==> src/rtl/alu_exec_pipe.sv <==
// Two-stage ALU execute pipe: operand register then result register, with
// valid/ready handshakes on both sides and a completed-operation counter.
module alu_exec_pipe #(
    parameter int unsigned WIDTH     = 32,
    parameter int unsigned CNT_WIDTH = 32
) (
    input  logic                 clk_i,
    input  logic                 rst_ni,
    input  logic                 in_valid_i,
    output logic                 in_ready_o,
    input  logic [WIDTH-1:0]     src_a_i,
    input  logic [WIDTH-1:0]     src_b_i,
    input  logic [2:0]           alu_control_i,
    output logic                 out_valid_o,
    input  logic                 out_ready_i,
    output logic [WIDTH-1:0]     result_o,
    output logic                 zero_o,
    output logic                 overflow_o,
    output logic                 illegal_o,
    output logic [CNT_WIDTH-1:0] op_count_o
);
    localparam logic [2:0] OP_ADD = 3'b000;
    localparam logic [2:0] OP_SUB = 3'b001;
    localparam logic [2:0] OP_AND = 3'b010;
    localparam logic [2:0] OP_OR  = 3'b011;
    localparam logic [2:0] OP_SLT = 3'b101;

    logic                 s1_valid_q, s1_valid_d;
    logic [WIDTH-1:0]     a_q, a_d, b_q, b_d;
    logic [2:0]           ctl_q, ctl_d;
    logic                 s2_valid_q, s2_valid_d;
    logic [WIDTH-1:0]     res_q, res_d;
    logic                 zero_q, zero_d, ovf_q, ovf_d, ill_q, ill_d;
    logic [CNT_WIDTH-1:0] cnt_q, cnt_d;

    logic                 s1_ready, s2_ready, in_fire, adv, out_fire;
    logic [WIDTH-1:0]     sum, diff, alu_res;
    logic                 alu_ovf, alu_ill, lt;

    // ALU datapath on stage-1 contents
    always_comb begin
        sum     = a_q + b_q;
        diff    = a_q - b_q;
        lt      = $signed(a_q) < $signed(b_q);
        alu_res = '0;
        alu_ovf = 1'b0;
        alu_ill = 1'b0;
        case (ctl_q)
            OP_ADD: begin
                alu_res = sum;
                alu_ovf = (a_q[WIDTH-1] == b_q[WIDTH-1]) && (sum[WIDTH-1] != a_q[WIDTH-1]);
            end
            OP_SUB: begin
                alu_res = diff;
                alu_ovf = (a_q[WIDTH-1] != b_q[WIDTH-1]) && (diff[WIDTH-1] != a_q[WIDTH-1]);
            end
            OP_AND:  alu_res = a_q & b_q;
            OP_OR:   alu_res = a_q | b_q;
            OP_SLT:  alu_res = {{(WIDTH-1){1'b0}}, lt};
            default: alu_ill = 1'b1;
        endcase
    end

    // Ready chain and next-state for both stages and the counter
    always_comb begin
        s2_ready   = !s2_valid_q || out_ready_i;
        s1_ready   = !s1_valid_q || s2_ready;
        in_fire    = in_valid_i && s1_ready;
        adv        = s1_valid_q && s2_ready;
        out_fire   = s2_valid_q && out_ready_i;

        s1_valid_d = s1_valid_q;
        a_d        = a_q;
        b_d        = b_q;
        ctl_d      = ctl_q;
        s2_valid_d = s2_valid_q;
        res_d      = res_q;
        zero_d     = zero_q;
        ovf_d      = ovf_q;
        ill_d      = ill_q;
        cnt_d      = cnt_q;

        if (in_fire) begin
            s1_valid_d = 1'b1;
            a_d        = src_a_i;
            b_d        = src_b_i;
            ctl_d      = alu_control_i;
        end else if (adv) begin
            s1_valid_d = 1'b0;
        end

        if (adv) begin
            s2_valid_d = 1'b1;
            res_d      = alu_res;
            zero_d     = (alu_res == '0);
            ovf_d      = alu_ovf;
            ill_d      = alu_ill;
        end else if (out_fire) begin
            s2_valid_d = 1'b0;
        end

        if (out_fire) begin
            cnt_d = cnt_q + CNT_WIDTH'(1);
        end
    end

    always_ff @(posedge clk_i) begin
        if (!rst_ni) begin
            s1_valid_q <= 1'b0;
            a_q        <= '0;
            b_q        <= '0;
            ctl_q      <= '0;
            s2_valid_q <= 1'b0;
            res_q      <= '0;
            zero_q     <= 1'b0;
            ovf_q      <= 1'b0;
            ill_q      <= 1'b0;
            cnt_q      <= '0;
        end else begin
            s1_valid_q <= s1_valid_d;
            a_q        <= a_d;
            b_q        <= b_d;
            ctl_q      <= ctl_d;
            s2_valid_q <= s2_valid_d;
            res_q      <= res_d;
            zero_q     <= zero_d;
            ovf_q      <= ovf_d;
            ill_q      <= ill_d;
            cnt_q      <= cnt_d;
        end
    end

    assign in_ready_o  = s1_ready;
    assign out_valid_o = s2_valid_q;
    assign result_o    = res_q;
    assign zero_o      = zero_q;
    assign overflow_o  = ovf_q;
    assign illegal_o   = ill_q;
    assign op_count_o  = cnt_q;

endmodule

==> config.mk <==
export PLATFORM = sky130hd
export DESIGN_NAME = alu_exec_pipe
export DESIGN_NICKNAME = d
export VERILOG_FILES = /design/src/rtl/alu_exec_pipe.sv
export SDC_FILE = /design/constraint.sdc
export NUM_CORES = 1
export LEC_CHECK = 0
export ABC_AREA = 1
export BUFFER_PORTS_ARGS = -buffer_cell sky130_fd_sc_hd__buf_4
export CAP_MARGIN = 20
export CORE_MARGIN = 2
export CORE_UTILIZATION = 55
export DETAILED_ROUTE_END_ITERATION = 10
export GPL_TIMING_DRIVEN = 0
export PLACE_DENSITY = 0.81
export SYNTH_ARGS = -nofsm -noshare
export SYNTH_HDL_FRONTEND = slang
export SYNTH_SLANG_ARGS = --single-unit
export TNS_END_PERCENT = 50
==> constraint.sdc <==
create_clock -name clk_i -period 3.6 [get_ports clk_i]
set_input_delay 0.72 -clock clk_i [delete_from_list [all_inputs] [get_ports clk_i]]
set_output_delay 0.72 -clock clk_i [all_outputs]
set_load 0.01 [all_outputs]
==> metrics.csv <==
stage;metric;value;unit
setup_path;path_buf_inv;4;
global_route;grt_pass1_vias;12400;
global_route;grt_overflow;0;
power_and_ir_drop;power-per-cell-area;394;nW/um2
setup_path;cp_common_cell;nand2_1;
timing;grt_setup_unrepaired;false;
floorplan;design.core.area;20200;um2
clock_tree;cts_max_level;4;
timing;timing.final.crit_share;92.9;%
placement;place_ws;0.477;ns
setup_path;criticalPathCategory;flip-flop to flip-flop;
synth;ys_seq_area_share;24.2;%
layout;antenna_cells;0;
timing;fin_tns_setup;0;ns
power_and_ir_drop;peakVddDrop;283;uV
placement;place_congestion;1.01;
drt;drtIter0Drc;1267;
floorplan;pin_count;140;
setup_path;cp_cell_sequence;inv_1, ha_1, clkbuf_2, inv_1, nand2_1, o21ai_0, inv_1, nand3_1, nand2_1, nand2_1, nand2_1, nand3_1, nand2_1, nor2_1, nand4_1, nor2_1, nand3_1, a21oi_1;
synth;yosysUniqueCellTypes;45;
setup_path;path_delay_family;simple AND/OR/NAND/NOR gates;
placement;placed_cells;2259;
floorplan;initial_core_util;55.8;%
drt;vias;13000;
layout;final_cell_mix;nand2_1 (402), inv_1 (285), nor2_1 (238);
drt;drtAntennaViolNets;0;
clock_tree;cts_tree;built;
global_route;antenna_found_initial;0;
floorplan;die_x;147;um
synth;syn_nets;2035;
layout;utilization;65.8;%
clock_tree;cts.clk_slew.worst_paths;0.08;ns
floorplan;rows;52;
drt;routed_via_density;5.67;
timing;worstMarginPinSlew;0.893;ns
drt;firstDrtPassIters;9;
synth;syn_inst;1851;
timing;fin_ws;0.257;ns
layout;nNetsFinal;2192;
setup_path;crit_path_max_fanout;8;
timing;hold_viol;0;
setup_path;startpoint_type;flip-flop;
clock_tree;numCtsBuffers;17;
power_and_ir_drop;p_total;5.23;mW
timing;fmax;0.299;GHz
timing;min_period;3.34;ns
drt;wl_per_cell;18.9;um
layout;fillCellCount;1871;
timing;fin_skew;0.0137;ns
setup_path;worstPathArrival;3.70;ns
clock_tree;cts_hold_buffers;0;
layout;fin_cells;2291;
global_route;grt_use_total;40.0;%
layout;layout-drive-gt1-share;11.5;%
floorplan;die-area;21600;um2
setup_path;worstPathRequired;3.96;ns
timing;finalSetupViolCount;0;
clock_tree;cts-root-buf;clkbuf_16;
run;drv_cap;0;
timing;max_slew_margin;40.5;%
synth;ys.flop_type;dfxtp_1;
outcome;run_status;completed;
global_route;grt_pass1_wl;67200;um
synth;synth_edf_count;0;
placement;port_buffers;138;
setup_path;max_stage_delay;0.49;ns
synth;avgSynthCellArea;6.09;um2
clock_tree;cts_resized;0;
synth;syn_area;11300;um2
layout;layout_commonest_cell;nand2_1;
clock_tree;cts_setup_buffers;0;
drt;drc;0;
floorplan;fp.dieH;147;um
min_path;hp-class;flip-flop to flip-flop;
clock_tree;clock_sinks;136;
placement;dp_hpwl;34800;um
synth;synth-seq-cells;136;
setup_path;crit_slowest_cell;o21ai_0;
setup_path;end_kind;flip-flop;
clock_tree;cts.path.max_buffers;2;
drt;routed_wl;43400;um
global_route;grt_start_max_net_pins;17;
power_and_ir_drop;leakage;6.72;nW
layout;syn2layout_area_growth;17.7;%
clock_tree;clk_latency;0.44;ns
synth;ys_async_sr_fraction;0;%
synth;synth_warnings;0;
timing;slew_violations;0;
-- area by class of cell --
| type | instances | area [um2] | area share, % |
|---|---|---|---|
| multi-input combinational | 1358 | 7170 | 54.0 |
| sequential | 136 | 2720 | 20.5 |
| inverter | 295 | 1110 | 8.35 |
| timing repair buffer | 138 | 1040 | 7.81 |
| clock buffer | 17 | 425 | 3.21 |
| tap | 270 | 338 | 2.55 |
| buffer | 62 | 267 | 2.01 |
| clock inverter | 15 | 199 | 1.50 |
-- through the flow --
stage | hold WS, ns | instance area, um2
final | 0.486 | 13300
after detailed placement | 0.466 | 12600
after floorplan | 0.457 | 11300
after global placement | 0.457 | 12600
after global routing | 0.505 | 13300
after CTS | 0.482 | 13300
-- tightest hold or removal path, delay by kind of cell, from the launching register on --
family          cells  cell delay, ns
compound gates      1            0.06
flops               1            0.32
simple gates        1            0.06
-- sequential cells by signal, indices dropped and copies added (netlist names) --
register and count:
a_q 32, b_q 32, op_count_o 32, result_o 32, ctl_q 3, illegal_o 1, out_valid_o 1, overflow_o 1
s1_valid_q 1, zero_o 1
-- cell usage after synthesis, drive strengths merged, types with 5 or more instances --
cell type  count  share of area, %
nand3        143               6.4
nor4           8              0.58
o21ai        139               6.3
nand2        411                14
o211ai         9              0.60
nor2         246               8.6
clkbuf        44               1.5
a21oi        187               8.4
dfxtp        136                24
inv          295               9.8
nand4         24               1.5
nor3          37               1.8
ha           111                12
buf           18              0.83
o21a           5              0.33
o21bai        11              0.73
xor2           9              0.70
-- power by group --
group	total, mW	switching [mW]	leakage (nW)	internal, mW
logic	1.63	1.14	5.30	0.493
registers	1.66	0.0656	1.12	1.59
clock network	1.94	0.878	0.300	1.07
-- per-layer routing --
metal / GRT usage [%] / up-vias / wire [um]
li1: - / 6231 / -
met1: 50.8 / 5961 / 17800
met2: 66.6 / 670 / 20100
met3: 5.68 / 133 / 3200
met4: 20.0 / 0 / 2260
met5: 0 / - / 0
-- cells by family after synthesis --
family          share of synthesized area, %
fa+ha+maj                               12.7
compound gates                          16.9
buf+inv                                 12.2
simple gates                            33.2
xor+xnor                               0.855
flops                                   24.2
-- path summary, 6_finish.rpt --
kind / cells after the start / start / to / slack [ns]
min: 2 / overflow_o / overflow_o / 0.49
max: 18 / a_q[13] / zero_o / 0.26
min reg2reg: 2 / overflow_o / overflow_o / 0.49
max reg2reg: 18 / a_q[13] / zero_o / 0.26
(Power assumes the default switching activity.)
